==> config.mk <==
export PLATFORM = sky130hd
export DESIGN_NAME = bcd_display_driver_flat
export DESIGN_NICKNAME = d
export VERILOG_FILES = /design/src/rtl/bcd_display_driver_if.sv /design/src/rtl/bcd_display_driver.sv /design/src/flat_wrapper.sv
export SDC_FILE = /design/constraint.sdc
export NUM_CORES = 1
export LEC_CHECK = 0
export ABC_AREA = 1
export CORE_UTILIZATION = 48
export DETAILED_ROUTE_END_ITERATION = 8
export PLACE_DENSITY = 0.86
export SETUP_SLACK_MARGIN = 0.5
export SLEW_MARGIN = 25
export SYNTH_ARGS = -nofsm -noshare
export SYNTH_HDL_FRONTEND = slang
export SYNTH_SLANG_ARGS = --single-unit
==> constraint.sdc <==
create_clock -name clk -period 1.6 [get_ports clk]
set_input_delay 0.32 -clock clk [delete_from_list [all_inputs] [get_ports clk]]
set_output_delay 0.32 -clock clk [all_outputs]
set_load 0.05 [all_outputs]
==> src/rtl/bcd_display_driver_if.sv <==
// Display-side bus of the BCD seven-segment driver.
// Carries digit load, blanking and the registered segment/anode/error lines.
interface bcd_display_driver_if #(
    parameter int NUM_DIGITS = 4
);
    logic                      load;
    logic [4*NUM_DIGITS-1:0]   digits_in;
    logic                      blank;
    logic [6:0]                segments;
    logic [NUM_DIGITS-1:0]     anodes;
    logic                      code_err;

    // Front-panel controller side: supplies digits, observes the display lines.
    modport master (
        output load,
        output digits_in,
        output blank,
        input  segments,
        input  anodes,
        input  code_err
    );

    // Driver side.
    modport slave (
        input  load,
        input  digits_in,
        input  blank,
        output segments,
        output anodes,
        output code_err
    );
endinterface

==> src/rtl/bcd_display_driver.sv <==
// Multiplexed seven-segment driver: latches packed BCD, scans one digit at a time.
// Optional macro LEADING_ZERO_BLANK_EN darkens leading zero digits (digit 0 always lit).
module bcd_display_driver #(
    parameter int NUM_DIGITS = 4,
    parameter int SCAN_DIV   = 50000
) (
    input logic                  clk,
    input logic                  reset,
    bcd_display_driver_if.slave  bus
);

    localparam int DW = 4 * NUM_DIGITS;
    localparam int PW = (SCAN_DIV > 1) ? $clog2(SCAN_DIV) : 1;
    localparam int IW = (NUM_DIGITS > 1) ? $clog2(NUM_DIGITS) : 1;

    localparam logic [PW-1:0] PRE_LAST = PW'(SCAN_DIV - 1);
    localparam logic [IW-1:0] IDX_LAST = IW'(NUM_DIGITS - 1);

    localparam logic [6:0] SEG_OFF  = 7'b1111111;
    localparam logic [6:0] SEG_DASH = 7'b0111111;

    // Architectural state
    logic [DW-1:0]         digit_q, digit_d;
    logic [PW-1:0]         pre_q, pre_d;
    logic [IW-1:0]         idx_q, idx_d;
    logic                  blank_q, blank_d;

    // Registered display outputs
    logic [6:0]            seg_q, seg_d;
    logic [NUM_DIGITS-1:0] an_q, an_d;
    logic                  err_q, err_d;

    // Combinational helpers
    logic                  scan_adv;
    logic [3:0]            sel_code;
    logic                  sel_supp;
    logic                  lit;
    logic [NUM_DIGITS-1:0] supp;

    // Active-low {g,f,e,d,c,b,a}; anything above 9 shows a dash.
    function automatic logic [6:0] decode(input logic [3:0] code);
        logic [6:0] s;
        case (code)
            4'd0:    s = 7'b1000000;
            4'd1:    s = 7'b1111001;
            4'd2:    s = 7'b0100100;
            4'd3:    s = 7'b0110000;
            4'd4:    s = 7'b0011001;
            4'd5:    s = 7'b0010010;
            4'd6:    s = 7'b0000010;
            4'd7:    s = 7'b1111000;
            4'd8:    s = 7'b0000000;
            4'd9:    s = 7'b0010000;
            default: s = SEG_DASH;
        endcase
        return s;
    endfunction

    // Digit latch, prescaler and scan index next-state.
    always_comb begin
        digit_d  = digit_q;
        pre_d    = pre_q + 1'b1;
        idx_d    = idx_q;
        blank_d  = bus.blank;
        scan_adv = (pre_q == PRE_LAST);

        if (bus.load) begin
            digit_d = bus.digits_in;
        end

        if (scan_adv) begin
            pre_d = '0;
            if (idx_q == IDX_LAST) begin
                idx_d = '0;
            end else begin
                idx_d = idx_q + 1'b1;
            end
        end
    end

`ifdef LEADING_ZERO_BLANK_EN
    // Walk down from the top digit; zeros stay dark until the first nonzero code.
    always_comb begin
        logic seen;
        seen = 1'b0;
        supp = '0;
        for (int i = NUM_DIGITS - 1; i >= 1; i--) begin
            if (digit_q[4*i +: 4] != 4'd0) begin
                seen = 1'b1;
            end
            supp[i] = ~seen;
        end
    end
`else
    // Every digit is shown, leading zeros included.
    always_comb begin
        supp = '0;
    end
`endif

    // Pick the code and suppression flag of the currently scanned digit.
    always_comb begin
        sel_code = 4'd0;
        sel_supp = 1'b0;
        for (int i = 0; i < NUM_DIGITS; i++) begin
            if (idx_q == IW'(i)) begin
                sel_code = digit_q[4*i +: 4];
                sel_supp = supp[i];
            end
        end
    end

    // Output pattern from current index and digit register; dark slot forces segments off.
    always_comb begin
        lit   = ~blank_q & ~sel_supp;
        an_d  = '1;
        seg_d = SEG_OFF;
        err_d = 1'b0;

        if (lit) begin
            an_d  = ~(NUM_DIGITS'(1) << idx_q);
            seg_d = decode(sel_code);
        end

        for (int i = 0; i < NUM_DIGITS; i++) begin
            if (digit_q[4*i +: 4] > 4'd9) begin
                err_d = 1'b1;
            end
        end
    end

    // State and output registers; reset overrides load and blank.
    always_ff @(posedge clk) begin
        if (reset) begin
            digit_q <= '0;
            pre_q   <= '0;
            idx_q   <= '0;
            blank_q <= 1'b0;
            seg_q   <= SEG_OFF;
            an_q    <= '1;
            err_q   <= 1'b0;
        end else begin
            digit_q <= digit_d;
            pre_q   <= pre_d;
            idx_q   <= idx_d;
            blank_q <= blank_d;
            seg_q   <= seg_d;
            an_q    <= an_d;
            err_q   <= err_d;
        end
    end

    assign bus.segments = seg_q;
    assign bus.anodes   = an_q;
    assign bus.code_err = err_q;

endmodule

==> src/flat_wrapper.sv <==
// flat-port wrapper written by rule: the top's interface ports become plain ports
module bcd_display_driver_flat 
#(
    parameter int NUM_DIGITS = 4,
    parameter int SCAN_DIV   = 50000
)
  (clk, reset, bus_load, bus_digits_in, bus_blank, bus_segments, bus_anodes, bus_code_err);
  bcd_display_driver_if #(.NUM_DIGITS(NUM_DIGITS)) bus_i ();
  input logic clk;
  input logic reset;
  input wire logic [$bits(bus_i.load)-1:0] bus_load;
  input wire logic [$bits(bus_i.digits_in)-1:0] bus_digits_in;
  input wire logic [$bits(bus_i.blank)-1:0] bus_blank;
  output wire logic [$bits(bus_i.segments)-1:0] bus_segments;
  output wire logic [$bits(bus_i.anodes)-1:0] bus_anodes;
  output wire logic [$bits(bus_i.code_err)-1:0] bus_code_err;
  assign bus_i.load = bus_load;
  assign bus_i.digits_in = bus_digits_in;
  assign bus_i.blank = bus_blank;
  assign bus_segments = bus_i.segments;
  assign bus_anodes = bus_i.anodes;
  assign bus_code_err = bus_i.code_err;
  bcd_display_driver #(.NUM_DIGITS(NUM_DIGITS), .SCAN_DIV(SCAN_DIV)) u_core (.clk(clk), .reset(reset), .bus(bus_i));
endmodule
==> flow_summary.yaml <==
logic_synthesis:
  syn_avg_cell_area_um2: 7.37
  synth_top_cell_by_area: "dfxtp_1"
  ys_top_cells_by_area: "dfxtp_1, nor2_1, nand2_1"
  yosysSeqAreaShare_pct: 45.3
  synth_commonest_cells: "nor2_1, nand2_1, dfxtp_1"
  synth_area_um2: 2080
  synth_edf_count: 0
  synth_most_common_cell: "nor2_1"
  ys_warn_count: 0
  syn-num-nets: 308
  synth_cell_type_count: 29
  synth_ff_type: "dfxtp_1"
  syn_inst: 282
  synthArstFlopShare_pct: 0
  ys_ff_latch: 47
  synth.top_cell.area_share_pct: 45.3
power:
  powerDensity_nw_per_um2: 795
  vdd_drop_max_mv: 0.498
  p_leak_nw: 1.23
sta:
  skew_ns: 0.00834
  maxSlewViolCount: 0
  setup_tns_ns: -0.00510
  post-route-period-util_pct: 100
  rsz0062_at_grt: "yes"
  hold_viol: 0
  fin_crit_ns: 1.61
  fin_ws_ns: -0.00510
  slew_headroom_pct: 81.4
  setup_viol: 1
  max_freq_mhz: 623
  worst_slew_pin_slew_ns: 0.276
finish:
  final_area_um2: 3060
  nets: 359
  drive_above_1_share_pct: 38.3
  layout.cells.non_filler: 384
  syn_to_final_growth_pct: 47.3
  antenna_cells: 0
critical_path:
  r2r-end: "u_core.bus.segments[3]$_SDFF_PP1_"
  critPathArrivalTime_ns: 1.81
  path_class: "flip-flop to flip-flop"
  r2r_start: "u_core.idx_q[0]$_SDFFE_PP0N_"
  crit_path_start_kind: "flip-flop"
  cp_max_fo: 5
  rr_worst_depth: 12
  crit_path_end_kind: "flip-flop"
  cp.required_ns: 1.80
  reg2reg_slack_ns: -0.005
global_route:
  gr-usage-all-layers_pct: 24.3
  antenna_found_initial: 0
  grt_pass1_wl_um: 8180
  grt_max_degree: 16
  grt_overflow: 0
  grt_pass1_vias: 1937
cts:
  cts_hold_buffers: 0
  clk_pin_slew_ns: 0.09
  cts_sinks: 47
  cts_tree: "done"
  htree_levels: 2
  clk_latency_ns: 0.31
  numCtsBuffers: 5
  clk_path_buf_depth: 2
  cts_root_buf: "clkbuf_8"
die:
  coreArea_um2: 4090
  die_width_um: 67.8
  io_pins: 32
  start_util_pct: 50.9
  row_count: 23
  die_area_um2: 4600
  die_y_um: 67.8
drt:
  finalWirelength_um: 5040
  wl_per_cell_um: 13.1
  final_antenna_net_count: 0
  dr.pass1.iters: 4
  viasPerCell: 5.17
  drcViolationCount: 0
  drt-initial-drc-count: 113
  vias: 1987
placed_design:
  postPlaceCellArea_um2: 2540
  io_buffers: 31
  gp_routability_congestion: 0.836
  placed_cells: 365
  dp_hpwl_um: 3300
  pre_cts_ws_ns: -0.0166
worst_hold_path:
  min_to: "u_core.digit_q[6]$_SDFFE_PP0P_"
  worstHoldStart: "bus_load"
  worstHoldPathCells: 4
  min_path_type: "input port to flip-flop"
status:
  violations: "setup timing"
  outcome: "finished with violations"
job:
  maxCapViolCount: 0
where the power goes:
group	internal (mW)	total (mW)	switching, mW
combinational	0.177	0.392	0.215
sequential	1.22	1.27	0.0439
clock	0.394	0.776	0.381
worst max-delay path, stage by stage, from the launching register on:
cell,delay [ns]
dfxtp_4,0.40
inv_4,0.05
ha_4,0.18
a21oi_2,0.10
nand2_1,0.09
nand2_1,0.09
nand2_2,0.08
ha_4,0.28
inv_2,0.03
nand2_1,0.05
nand2_1,0.05
nand2_1,0.05
nand2_1,0.04
flip-flops by register name, summed over array words and instances, names as in the netlist:
signal	count
u_core.blank_q	1
u_core.bus.anodes	4
u_core.bus.code_err	1
u_core.bus.segments	7
u_core.digit_q	16
u_core.idx_q	2
u_core.pre_q	16
cells in the final DEF (no fill, tap or decap), drive strengths merged, types with 15 or more instances in the layout:
| cell | count |
|---|---|
| buf | 29 |
| inv | 29 |
| nand2 | 59 |
| dfxtp | 47 |
| clkdlybuf4s50 | 17 |
| nand3 | 16 |
| nor2 | 61 |
| o21ai | 23 |
| a21oi | 15 |
per-layer routing:
metal	up-vias	wire, µm	track usage (%)
li1	996	-	-
met1	918	1950	24.5
met2	56	2700	45.9
met3	17	209	5.07
met4	0	170	13.3
met5	-	0	0
cells by family after synthesis:
family,Yosys count,synth area share (%)
AO/OA/AOI/OAI,40,11.2
flip-flops,47,45.3
adder cells (fa/ha/maj),6,3.61
AND/OR/NAND/NOR,148,30.5
buffers and inverters,36,7.34
XOR/XNOR,5,2.11
stage by stage:
stage	utilization, %	hold slack, ns	total power, mW
final	74.9	0.394	2.43
after global routing	74.9	0.434	2.53
after CTS	70.5	0.466	2.41
after detailed placement	62.3	0.433	1.61
after global placement	62.3	0.429	1.60
after floorplan	-	0.391	1.48
how the worst max path moves through the flow:
stage	startpoint	to	depth (start not counted)
final	u_core.idx_q[0]$_SDFFE_PP0N_	u_core.bus.segments[3]$_SDFF_PP1_	12
after global routing	u_core.idx_q[1]$_SDFFE_PP0N_	u_core.bus.segments[3]$_SDFF_PP1_	13
after CTS	u_core.idx_q[0]$_SDFFE_PP0N_	u_core.bus.segments[3]$_SDFF_PP1_	12
after detailed placement	u_core.idx_q[0]$_SDFFE_PP0N_	u_core.bus.segments[3]$_SDFF_PP1_	13
after global placement	u_core.idx_q[1]$_SDFFE_PP0N_	u_core.bus.segments[3]$_SDFF_PP1_	12
after floorplan	u_core.idx_q[1]$_SDFFE_PP0N_	u_core.bus.segments[3]$_SDFF_PP1_	12
repair_timing:
| item | CTS | global route |
|---|---|---|
| resized for setup | 52 | 45 |
| setup endpoints to repair | 49 | 44 |
| buffers inserted | 7 | 3 |
| pin swaps | 9 | 6 |
| gates cloned | 1 | 0 |
area by class of cell:
type	count	area, µm²
repair buffers	48	495
clock buffers	8	100
inverters	31	131
well taps	50	62.6
flip-flops and latches	47	980
fillers	266	1030
multi-input cells	200	1290
Power figures use the tool's default switching activity.
==> patch (same settings) <==
`NUM_DIGITS` is set to 4 in 3 places; all go to 8.
--- a/src/rtl/bcd_display_driver_if.sv
+++ b/src/rtl/bcd_display_driver_if.sv
@@ -2,5 +2,5 @@
 // Carries digit load, blanking and the registered segment/anode/error lines.
 interface bcd_display_driver_if #(
-    parameter int NUM_DIGITS = 4
+    parameter int NUM_DIGITS = 8
 );
     logic                      load;
--- a/src/rtl/bcd_display_driver.sv
+++ b/src/rtl/bcd_display_driver.sv
@@ -2,5 +2,5 @@
 // Optional macro LEADING_ZERO_BLANK_EN darkens leading zero digits (digit 0 always lit).
 module bcd_display_driver #(
-    parameter int NUM_DIGITS = 4,
+    parameter int NUM_DIGITS = 8,
     parameter int SCAN_DIV   = 50000
 ) (
--- a/src/flat_wrapper.sv
+++ b/src/flat_wrapper.sv
@@ -2,5 +2,5 @@
 module bcd_display_driver_flat 
 #(
-    parameter int NUM_DIGITS = 4,
+    parameter int NUM_DIGITS = 8,
     parameter int SCAN_DIV   = 50000
 )
Interface: changed (resized bus_anodes and bus_digits_in); port bits go from 32 to 52. The function was not compared with the original's and may differ.
==> patch against the original RTL <==
- the run still ends with negative setup slack left
- hold slack lost 160 ps
- sequential cell count rose by 21
- synthesized cell count grew 49%
- clock power rose by 97%
- area after synthesis rose by 47%
- wire length is 78% higher
- critical path depth grew 4
- count of clock-buffer cells in the layout is 1 higher
- cell area up 58%
- first-iteration DRC count increased by 120%
- power grew 63%
- setup slack got worse by 350 ps
==> patch: results (changes against the original RTL) <==
stage,metric,value,unit,change
worst_setup_path,reg2reg_depth,16,,was 12
cells_and_area,drive_above_1_share,38.8,%,was 38.3%
route,drt_iter0_markers,249,,was 113
route,wl,8950,um,was 5040 um
global_route,grt_max_degree,38,,was 16
cells_and_area,multi_input_area,1790,um2,was 1290 um2
power_and_ir_drop,power_leakage,2.09,nW,was 1.23 nW
route,dr_wl_met3,460,um,was 209 um
route,dr_total_vias,3209,,was 1987
sta,final-setup-viol-count,7,,was 1
floorplan,tap_cells,75,,was 50
global_route,first_global_vias,3030,,was 1937
power_and_ir_drop,ir_drop,869,uV,was 498 uV
placed_design,place_ws,-276,ps,was -16.6 ps
cells_and_area,buffers_excl_clock,104,,was 48
route,post_drt_wl_per_cell,14.8,um,was 13.1 um
sta,fin_ws,-358,ps,was -5.10 ps
cts,post_cts_buffers,5,,was 7
cells_and_area,final.fill_count,349,,was 266
cells_and_area,clkCellAreaFrac,4.45,%,was 3.27%
worst_setup_path,cp-startpoint,u_core.idx_q[1],,was u_core.idx_q[0]
placed_design,place_area,4030,um2,was 2540 um2
sta,tns,-2240,ps,was -5.10 ps
run_status,status,"complete, but fails checks",,unchanged
worst_setup_path,path_delay_family,simple AND/OR/NAND/NOR gates,,was adder cells
power_and_ir_drop,power,3.97,mW,was 2.43 mW
cells_and_area,inverters,60,,was 31
run_status,violations,negative setup slack,,unchanged
cells_and_area,multi_input_gates,280,,was 200
route,met2WireLength,4910,um,was 2700 um
worst_hold_path,hold_path_end,u_core.blank_q,,was u_core.digit_q[6]
cells_and_area,nets,567,,was 359
logic_synthesis,synth_area_leaders,"dfxtp_1 45%, nand2_1 10%, o21ai_0 7.7%, nor2_1 6.8%, inv_1 6.4%",,"was dfxtp_1 45%, nor2_1 11%, nand2_1 9.9%, o21ai_0 5.3%, inv_1 4.3%"
worst_setup_path,endpoint,u_core.bus.segments[1],,was u_core.bus.segments[3]
global_route,grt_pass1_wl,13200,um,was 8180 um
sta,clock_skew,8.76,ps,was 8.34 ps
## patch: changes by cell type after synthesis, sizes merged, moves of 3 or more
cell | before | now
nor3 | 8 | 5
dfxtp | 47 | 68
nand4 | 2 | 6
clkbuf | 4 | 11
o21ai | 23 | 48
a21oi | 15 | 33
xor2 | 5 | 0
nand2 | 58 | 89
inv | 30 | 60
a211oi | 0 | 3
## patch: kinds of logic (layout without fill, tap and decap cells)
kind of cell	Yosys count	count (layout)	synth area share, %
compound gates	89	89	15.6
xor+xnor	1	1	0.286
simple gates	182	182	26.8
flops	68	68	44.5
fa+ha+maj	8	8	3.27
buf+inv	73	180	9.49
## patch: per-layer routing
metal / track usage, % / up-vias
met5: 0 / -
met4: 14.7 / 0
met3: 6.56 / 29
met1: 26.6 / 1503
li1: - / 1551
met2: 49.4 / 126
